### src/rtl/csr_trap_ctrl.sv
// Machine-mode CSR file and trap/return sequencer.
// Emits a one-cycle registered redirect to mtvec (trap) or mepc (mret).
module csr_trap_ctrl #(
  parameter logic [31:0] MTVEC_RESET = 32'h0000_0100
) (
  input  logic        clk,
  input  logic        rst_n,
  input  logic        instr_valid,
  input  logic [31:0] pc_mem,
  input  logic        is_mret,
  input  logic        csr_wr,
  input  logic [1:0]  csr_op,
  input  logic [11:0] csr_addr,
  input  logic [31:0] csr_wdata,
  output logic [31:0] csr_rdata,
  input  logic        timer_irq,
  input  logic        ext_irq,
  output logic        epc_taken,
  output logic [31:0] epc
);

  typedef enum logic [1:0] {S_RUN = 2'd0, S_TRAP = 2'd1, S_RET = 2'd2} state_e;

  state_e      state_q;
  logic        epc_taken_q;
  logic [31:0] epc_q;
  logic        tirq_meta_q, tirq_q, eirq_meta_q, eirq_q;
  logic        st_mie_q, st_mie_d, st_mpie_q, st_mpie_d;
  logic        mtie_q, mtie_d, meie_q, meie_d;
  logic [31:0] mtvec_q, mtvec_d, mepc_q, mepc_d, mcause_q, mcause_d;
  logic [63:0] mcycle_q, mcycle_d;

  logic [31:0] mstatus_s, mie_s, mip_s, wval_s;
  logic        run_s, irq_ext_s, irq_tmr_s, irq_go_s, mret_go_s, wr_en_s;

  assign mstatus_s = {24'd0, st_mpie_q, 3'd0, st_mie_q, 3'd0};
  assign mie_s     = {20'd0, meie_q, 3'd0, mtie_q, 7'd0};
  assign mip_s     = {20'd0, eirq_q, 3'd0, tirq_q, 7'd0};

  assign run_s     = (state_q == S_RUN);
  assign irq_ext_s = eirq_q & meie_q;
  assign irq_tmr_s = tirq_q & mtie_q;
  assign irq_go_s  = run_s & instr_valid & st_mie_q & (irq_ext_s | irq_tmr_s);
  assign mret_go_s = run_s & is_mret & instr_valid & ~irq_go_s;
  // A trap or a flushed (holdoff) instruction must not commit its CSR write
  assign wr_en_s   = run_s & csr_wr & (csr_op != 2'b00) & ~irq_go_s;

  // CSR read mux
  always_comb begin
    case (csr_addr)
      12'h300: csr_rdata = mstatus_s;
      12'h304: csr_rdata = mie_s;
      12'h305: csr_rdata = mtvec_q;
      12'h341: csr_rdata = mepc_q;
      12'h342: csr_rdata = mcause_q;
      12'h344: csr_rdata = mip_s;
      12'hB00: csr_rdata = mcycle_q[31:0];
      12'hB80: csr_rdata = mcycle_q[63:32];
      default: csr_rdata = 32'd0;
    endcase
  end

  // Write operand after applying the RW/RS/RC operation to the current value
  always_comb begin
    case (csr_op)
      2'b01:   wval_s = csr_wdata;
      2'b10:   wval_s = csr_rdata | csr_wdata;
      2'b11:   wval_s = csr_rdata & ~csr_wdata;
      default: wval_s = csr_rdata;
    endcase
  end

  // CSR next-state: write first, then trap/return side effects override it
  always_comb begin
    st_mie_d  = st_mie_q;
    st_mpie_d = st_mpie_q;
    mtie_d    = mtie_q;
    meie_d    = meie_q;
    mtvec_d   = mtvec_q;
    mepc_d    = mepc_q;
    mcause_d  = mcause_q;
    mcycle_d  = mcycle_q + 64'd1;
    if (wr_en_s) begin
      case (csr_addr)
        12'h300: begin
          st_mie_d  = wval_s[3];
          st_mpie_d = wval_s[7];
        end
        12'h304: begin
          mtie_d = wval_s[7];
          meie_d = wval_s[11];
        end
        12'h305: mtvec_d  = wval_s & 32'hFFFF_FFFC;
        12'h341: mepc_d   = wval_s & 32'hFFFF_FFFC;
        12'h342: mcause_d = wval_s;
        12'hB00: mcycle_d = {mcycle_q[63:32], wval_s};
        12'hB80: mcycle_d = {wval_s, mcycle_q[31:0]};
        default: mcycle_d = mcycle_q + 64'd1;
      endcase
    end else begin
      mcycle_d = mcycle_q + 64'd1;
    end
    if (irq_go_s) begin
      mepc_d    = pc_mem & 32'hFFFF_FFFC;
      mcause_d  = irq_ext_s ? 32'h8000_000B : 32'h8000_0007;
      st_mpie_d = st_mie_q;
      st_mie_d  = 1'b0;
    end else if (mret_go_s) begin
      st_mie_d  = st_mpie_q;
      st_mpie_d = 1'b1;
    end else begin
      mepc_d = mepc_d;
    end
  end

  // CSR storage and irq synchronisers
  always_ff @(posedge clk or negedge rst_n) begin
    if (!rst_n) begin
      tirq_meta_q <= 1'b0;
      tirq_q      <= 1'b0;
      eirq_meta_q <= 1'b0;
      eirq_q      <= 1'b0;
      st_mie_q    <= 1'b0;
      st_mpie_q   <= 1'b0;
      mtie_q      <= 1'b0;
      meie_q      <= 1'b0;
      mtvec_q     <= MTVEC_RESET & 32'hFFFF_FFFC;
      mepc_q      <= 32'd0;
      mcause_q    <= 32'd0;
      mcycle_q    <= 64'd0;
    end else begin
      tirq_meta_q <= timer_irq;
      tirq_q      <= tirq_meta_q;
      eirq_meta_q <= ext_irq;
      eirq_q      <= eirq_meta_q;
      st_mie_q    <= st_mie_d;
      st_mpie_q   <= st_mpie_d;
      mtie_q      <= mtie_d;
      meie_q      <= meie_d;
      mtvec_q     <= mtvec_d;
      mepc_q      <= mepc_d;
      mcause_q    <= mcause_d;
      mcycle_q    <= mcycle_d;
    end
  end

  // Trap sequencer with registered redirect outputs
  always_ff @(posedge clk or negedge rst_n) begin
    if (!rst_n) begin
      state_q     <= S_RUN;
      epc_taken_q <= 1'b0;
      epc_q       <= 32'd0;
    end else begin
      case (state_q)
        S_RUN: begin
          if (irq_go_s) begin
            state_q     <= S_TRAP;
            epc_taken_q <= 1'b1;
            epc_q       <= mtvec_q;
          end else if (mret_go_s) begin
            state_q     <= S_RET;
            epc_taken_q <= 1'b1;
            epc_q       <= mepc_q;
          end else begin
            state_q     <= S_RUN;
            epc_taken_q <= 1'b0;
            epc_q       <= 32'd0;
          end
        end
        default: begin
          state_q     <= S_RUN;
          epc_taken_q <= 1'b0;
          epc_q       <= 32'd0;
        end
      endcase
    end
  end

  assign epc_taken = epc_taken_q;
  assign epc       = epc_q;

endmodule

### config.mk
export PLATFORM = sky130hd
export DESIGN_NAME = csr_trap_ctrl
export DESIGN_NICKNAME = d
export VERILOG_FILES = /design/src/rtl/csr_trap_ctrl.sv
export SDC_FILE = /design/constraint.sdc
export NUM_CORES = 1
export LEC_CHECK = 0
export BUFFER_PORTS_ARGS = -buffer_cell sky130_fd_sc_hd__clkbuf_2
export CAP_MARGIN = 0
export CORE_ASPECT_RATIO = 1.75
export CORE_MARGIN = 5
export CORE_UTILIZATION = 60
export CTS_BUF_LIST = sky130_fd_sc_hd__clkbuf_8
export CTS_CLUSTER_SIZE = 16
export DETAILED_ROUTE_END_ITERATION = 10
export GPL_ROUTABILITY_DRIVEN = 1
export PLACE_DENSITY = 0.83
export SLEW_MARGIN = 20
export SYNTH_ARGS = -nofsm -noshare
export SYNTH_HDL_FRONTEND = slang
export SYNTH_SLANG_ARGS = --single-unit
### constraint.sdc
create_clock -name clk -period 3.6 [get_ports clk]
set_clock_uncertainty 0.05 [all_clocks]
set_input_delay 0.36 -clock clk [delete_from_list [all_inputs] [get_ports clk]]
set_output_delay 0.36 -clock clk [all_outputs]
set_load 0.01 [all_outputs]
* Yosys cells after proc, flatten, opt, wreduce, memory -nomap -nowiden *
Index checks and enable logic that the tools add are counted.

operators by class
  multiplexer cells = 28
  equal/unequal tests = 13
  reduce and logical (&&, ||, !) cells = 12
  bitwise gates (word level) = 16
  $add $sub $neg = 1

operators with widths
  cell                                              count
  2-to-1 mux 32 bit                                 9
  one-hot mux 32 bit (8 select lines)               1
  one-hot mux 64 bit (2 select lines)               1
  one-hot mux 32 bit (3 select lines)               1
  == test 12 x 10 -> 1 bit (second input constant)  6
  adder 64 x 1 -> 64 bit (second input constant)    1
  2-to-1 mux 64 bit                                 1
  AND 32 bit                                        1
  inverter 32 bit                                   1
  OR 32 bit                                         1
  == test 12 bit (second input constant)            2
  AND 1 bit                                         11
  2-to-1 mux 1 bit                                  11
  AND reduction 2 bit                               5
  nonzero test 2 bit                                4
  2-to-1 mux 2 bit                                  3
  nonzero test 3 bit                                2
  == test 2 bit (second input constant)             2
  2-to-1 mux 4 bit                                  1
  != test 2 bit (second input constant)             2
  == test 2 x 1 -> 1 bit (second input constant)    1
  zero test 2 bit                                   1
  inverter 1 bit                                    1
  OR 1 bit                                          1

word-level totals
  logic and storage cells = 86
  flip-flop bits (word level) = 201
  bits of input ports = 85
  output and inout port bits = 65

* Logic depth before layout (Yosys ltp) *
  depth after elaboration = 9
  mapped depth = 10
  gate-level depth less buffers = 7

* Least setup slack after synthesis *
No wires, ideal clock.

  path kind = input port to flip-flop
  from = input port csr_addr[7]
  to = register mcycle_q[26]
  required time = 3446 ps
  cell stages on the path = 8
  setup slack = 1261 ps
  library setup time = 104 ps
  path buffers = 2
  arrival time = 2186 ps
  cells stage by stage = buf_2 > or3_4 > nor4b_2 > buf_2 > a22oi_1 > o211ai_1 > o21ai_1 > a221oi_1

between the ends
  word-level cells in the longest chain between the ends = 6
  elaborated cells between the ends (all ways) = 15
  those cells by class = eq/ne (9); mux (4); bitwise (2)

RTL lines
  what                                                               line    RTL
  from (decl)                                                        13      input logic [11:0] csr_addr,
  == test 12 bit / == test 12 x 10 -> 1 bit (equally long branches)  50      case (csr_addr)
  one-hot mux 32 bit (8 select lines) (*)                            50
  net csr_rdata[26]                                                  15      output logic [31:0] csr_rdata,
  AND 32 bit / OR 32 bit (equally long branches)                     68, 67
  one-hot mux 32 bit (3 select lines) (*)                            65      case (csr_op)
  one-hot mux 64 bit (2 select lines) (*)                            84      case (csr_addr)
  2-to-1 mux 64 bit (*)                                              83      if (wr_en_s) begin
  to (signal assigned)                                               143     mcycle_q <= mcycle_d;
  to (decl)                                                          31      logic [63:0] mcycle_q, mcycle_d;

Mark *: on every way through the listed nets, which the timed path passes. The rest lies on a longest branch.
A chain may end at the register's enable or synchronous reset.

* Worst setup path after layout *
  from = input port csr_addr[0]
  to = output port csr_rdata[15]

between the ends
  word-level cells in the longest chain between the ends = 2
  elaborated cells between the ends (all ways) = 9
  those cells by class = eq/ne (8); mux (1)

RTL lines
  what                                                               line
  == test 12 bit / == test 12 x 10 -> 1 bit (equally long branches)  50
  one-hot mux 32 bit (8 select lines) (*)                            50
  to (decl)                                                          15

Mark *: on every way between the ends. The rest lies on a longest branch, timed or not.

==> metrics <==
number of synthesized flops with an enable pin 0; Critical Path Source Type input port; GRT Total Usage 0.344; R2R cell count 8; RR Startpoint state_q[1]$_DFF_PN0_; via count between 10000 and 15000; CP Cell Sequence clkbuf_2 > and3b_1 > and4_1 > buf_4 > buf_4 > a22oi_1 > o211ai_1 > clkbuf_2; fmax about 340 MHz; WP data required 3.19 ns; Post-synth ARST share 1.00; htree depth 4; pwr dens 357 nW/um^2; post-synthesis cell type count 70; ANT cells 0; wire per inst ~23 um; register bit total from synthesis just under 200; Most used DFF post-synth dfrtp_1; r2r endpoint mcycle_q[51]$_DFFE_PN0P_; ANT nets after route 0; # port buffers ~150; Final Hold Fails 0; core area 18500 um^2; Hold EP mepc_q[16]$_DFFE_PN0P_; CP peak stage delay 0.53 ns; Top delay family on crit path buffers and inverters; Hold Crit Class in2reg; critical path's slowest cell and3b_1; CP bufs+invs 4; Synth Cell Area 11300 um^2; pin count of the biggest net entering global routing about 90; initial antenna violation count 0; hold path cells 3; I/O pins 150; gpl congestion approximately 0.96; Multi-input gate area slightly below 6000 um^2; dpl hpwl ~26000 um; setup TNS 0 ns; Core Util, Final 0.689; clock-pin transition on the worst setup and hold timing paths around 0.12 ns; Clock Latency Late Sink 0.49 ns; FILL cells between 1000 and 1500; synthesized area per cell between 9 and 10 um^2; fin nets approximately 1400; RSZ-0062 raised after global routing false; fin crit share 0.823; TritonCTS clock tree built; leakage roughly 5.6 nW; first-pass GRT wire length 58800 um; Worst Max-Slew Pin Slew between 0.8 and 0.9 ns; worst reg2reg setup slack 0.78 ns; vias in the first global route roughly 11000; Relative slew margins 0.431; Max Cap Violations 0; First-pass DRT Iterations 7; crit end category output pin; clock sinks ~200; Final min period ~3 ns; Area Growth Syn to Fin 13.2%; total number of yosys warnings 0; chip height between 150 and 200 um; crit path max fanout 16; Rows 66; status complete, no violations; Max clock buf depth 2; critical setup path kind in2out; post-synthesis sequential area ratio 0.438; Sequential cell area a little under 5000 um^2; Hold Path Origin pc_mem[16]; Via density about 7; DRC 0; arrival time at the worst endpoint 2.55 ns; post-synthesis cell count ~1200; Crit path depth 8; setup violators final 0; TritonCTS Buffers 17; Max Slew Vio Count 0; Die Area around 22000 um^2; die span in x between 100 and 150 um; Critical path origin csr_addr[0]; post-CTS setup buffer count 0; GR Overflow Total 0; layout cells sized above 1 0.184; drt total wl approximately 37000 um; initial drt markers roughly 1400; starting density of the core 0.609; Worst IR Drop VDD 230 uV; CTS Root Cell clkbuf_8
-- kinds of logic (layout without fill, tap and decap cells) --
kind of cell / count (synthesis) / count (layout) / share of synthesized area
AOI/OAI and AO/OA: 413 / 413 / 0.239
xor gates and xnor gates: 50 / 50 / 0.0389
adders and majority gates: 1 / 1 / 0.00111
buffers and inverters: 110 / 237 / 0.0419
DFF: 197 / 197 / 0.438
muxes: 52 / 52 / 0.0471
other: 1 / 2 / 0.000333
and+or+nand+nor: 422 / 422 / 0.194
-- placed cells by master, fill, tap and decap left out, types with 6 or more instances in the layout --
master    count
o21ai_1      19
o21ai_0      96
and2_1       32
a211oi_1     13
nor3_1       13
o211ai_1     59
a22o_1       32
clkbuf_8     18
clkbuf_2    144
a221oi_1     14
mux2i_1      44
nor4_1       23
dfrtp_1     196
a32oi_1       6
nand2_1     167
and3_1       20
mux2_2        8
buf_4        43
a31oi_1      26
nand3_1      36
nor2_1       57
and4_1       12
a22oi_1      26
inv_1        11
o22ai_1       6
xnor2_1      49
nand4_1      21
a21oi_1      78
-- worst min-delay path: stages --
cell	delay, ns
clkbuf_2	0.08
nor2_1	0.09
a31oi_1	0.05
-- synthesized netlist by cell type, drive strengths merged (13+ instances only) --
library cell  instances  share of area
nand3                36          0.016
and3                 20          0.011
a31oi                26          0.014
a221oi               14          0.011
nor3                 15         0.0076
buf                  40          0.019
xnor2                49          0.038
o211ai               59          0.039
mux2i                44          0.039
o21ai               115          0.051
nor2                 57          0.019
and2                 32          0.018
a22oi                26          0.017
nand2               167          0.056
a22o                 32          0.025
nand4                22          0.014
a211oi               13         0.0087
nor4                 25          0.016
a21oi                80          0.036
dfrtp               196           0.44
clkbuf               58          0.019
-- timing repair --
item	CTS	global route
hold buffers	3	0
resized for setup	0	0
endpoints found under the hold margin	88	0
-- stage by stage --
step / instance area (um^2) / hold slack [ns] / std cells / total power [W] / setup slack (ns)
2_1_floorplan: 11300 / 0.0144 / 1247 / 0.00265 / 1.26
3_3_place_gp: 12300 / 0.284 / 1577 / 0.00287 / 0.718
3_5_place_dp: 12300 / 0.285 / 1577 / 0.00289 / 0.683
4_1_cts: 12700 / 0.0447 / 1612 / 0.00454 / 0.720
5_1_grt: 12700 / 0.0621 / 1612 / 0.00471 / 0.597
6_report: 12700 / 0.0634 / 1612 / 0.00455 / 0.636
-- flip-flops by register name (all words and copies together), names as in the netlist, 2 cells and up --
signal	count
mcause_q	32
mcycle_q	64
epc	30
state_q	2
mtvec_q	30
mepc_q	30
-- metal layers --
metal  track usage  vias up  share of wire
li1              -     4861              -
met1         0.435     5316           0.36
met2         0.557      729           0.49
met3        0.0523      167          0.093
met4         0.204        0          0.061
met5             0        -              0
-- worst max-delay path by stage --
stage / slack, ns / to
floorplan: 1.26 / mcycle_q[26]$_DFFE_PN0P_
global placement: 0.72 / mepc_q[19]$_DFFE_PN0P_
detailed placement: 0.68 / mepc_q[19]$_DFFE_PN0P_
CTS: 0.72 / csr_rdata[15]
global route: 0.60 / csr_rdata[17]
finish: 0.64 / csr_rdata[15]
-- final cells by class --
cell class | count | share of cell area
Multi-Input combinational cell | 940 | 0.461
Inverter | 12 | 0.00353
Sequential cell | 197 | 0.387
Clock buffer | 17 | 0.0184
Tap cell | 238 | 0.0234
Timing Repair Buffer | 193 | 0.0884
Clock inverter | 15 | 0.0182
-- where the power goes --
group,switching (W),total (W),internal [W]
sequential,0.0000919,0.00237,0.00228
combinational,0.000315,0.000497,0.000182
clock,0.000885,0.00167,0.000790
Note: power is estimated with default switching activity, not from simulation.
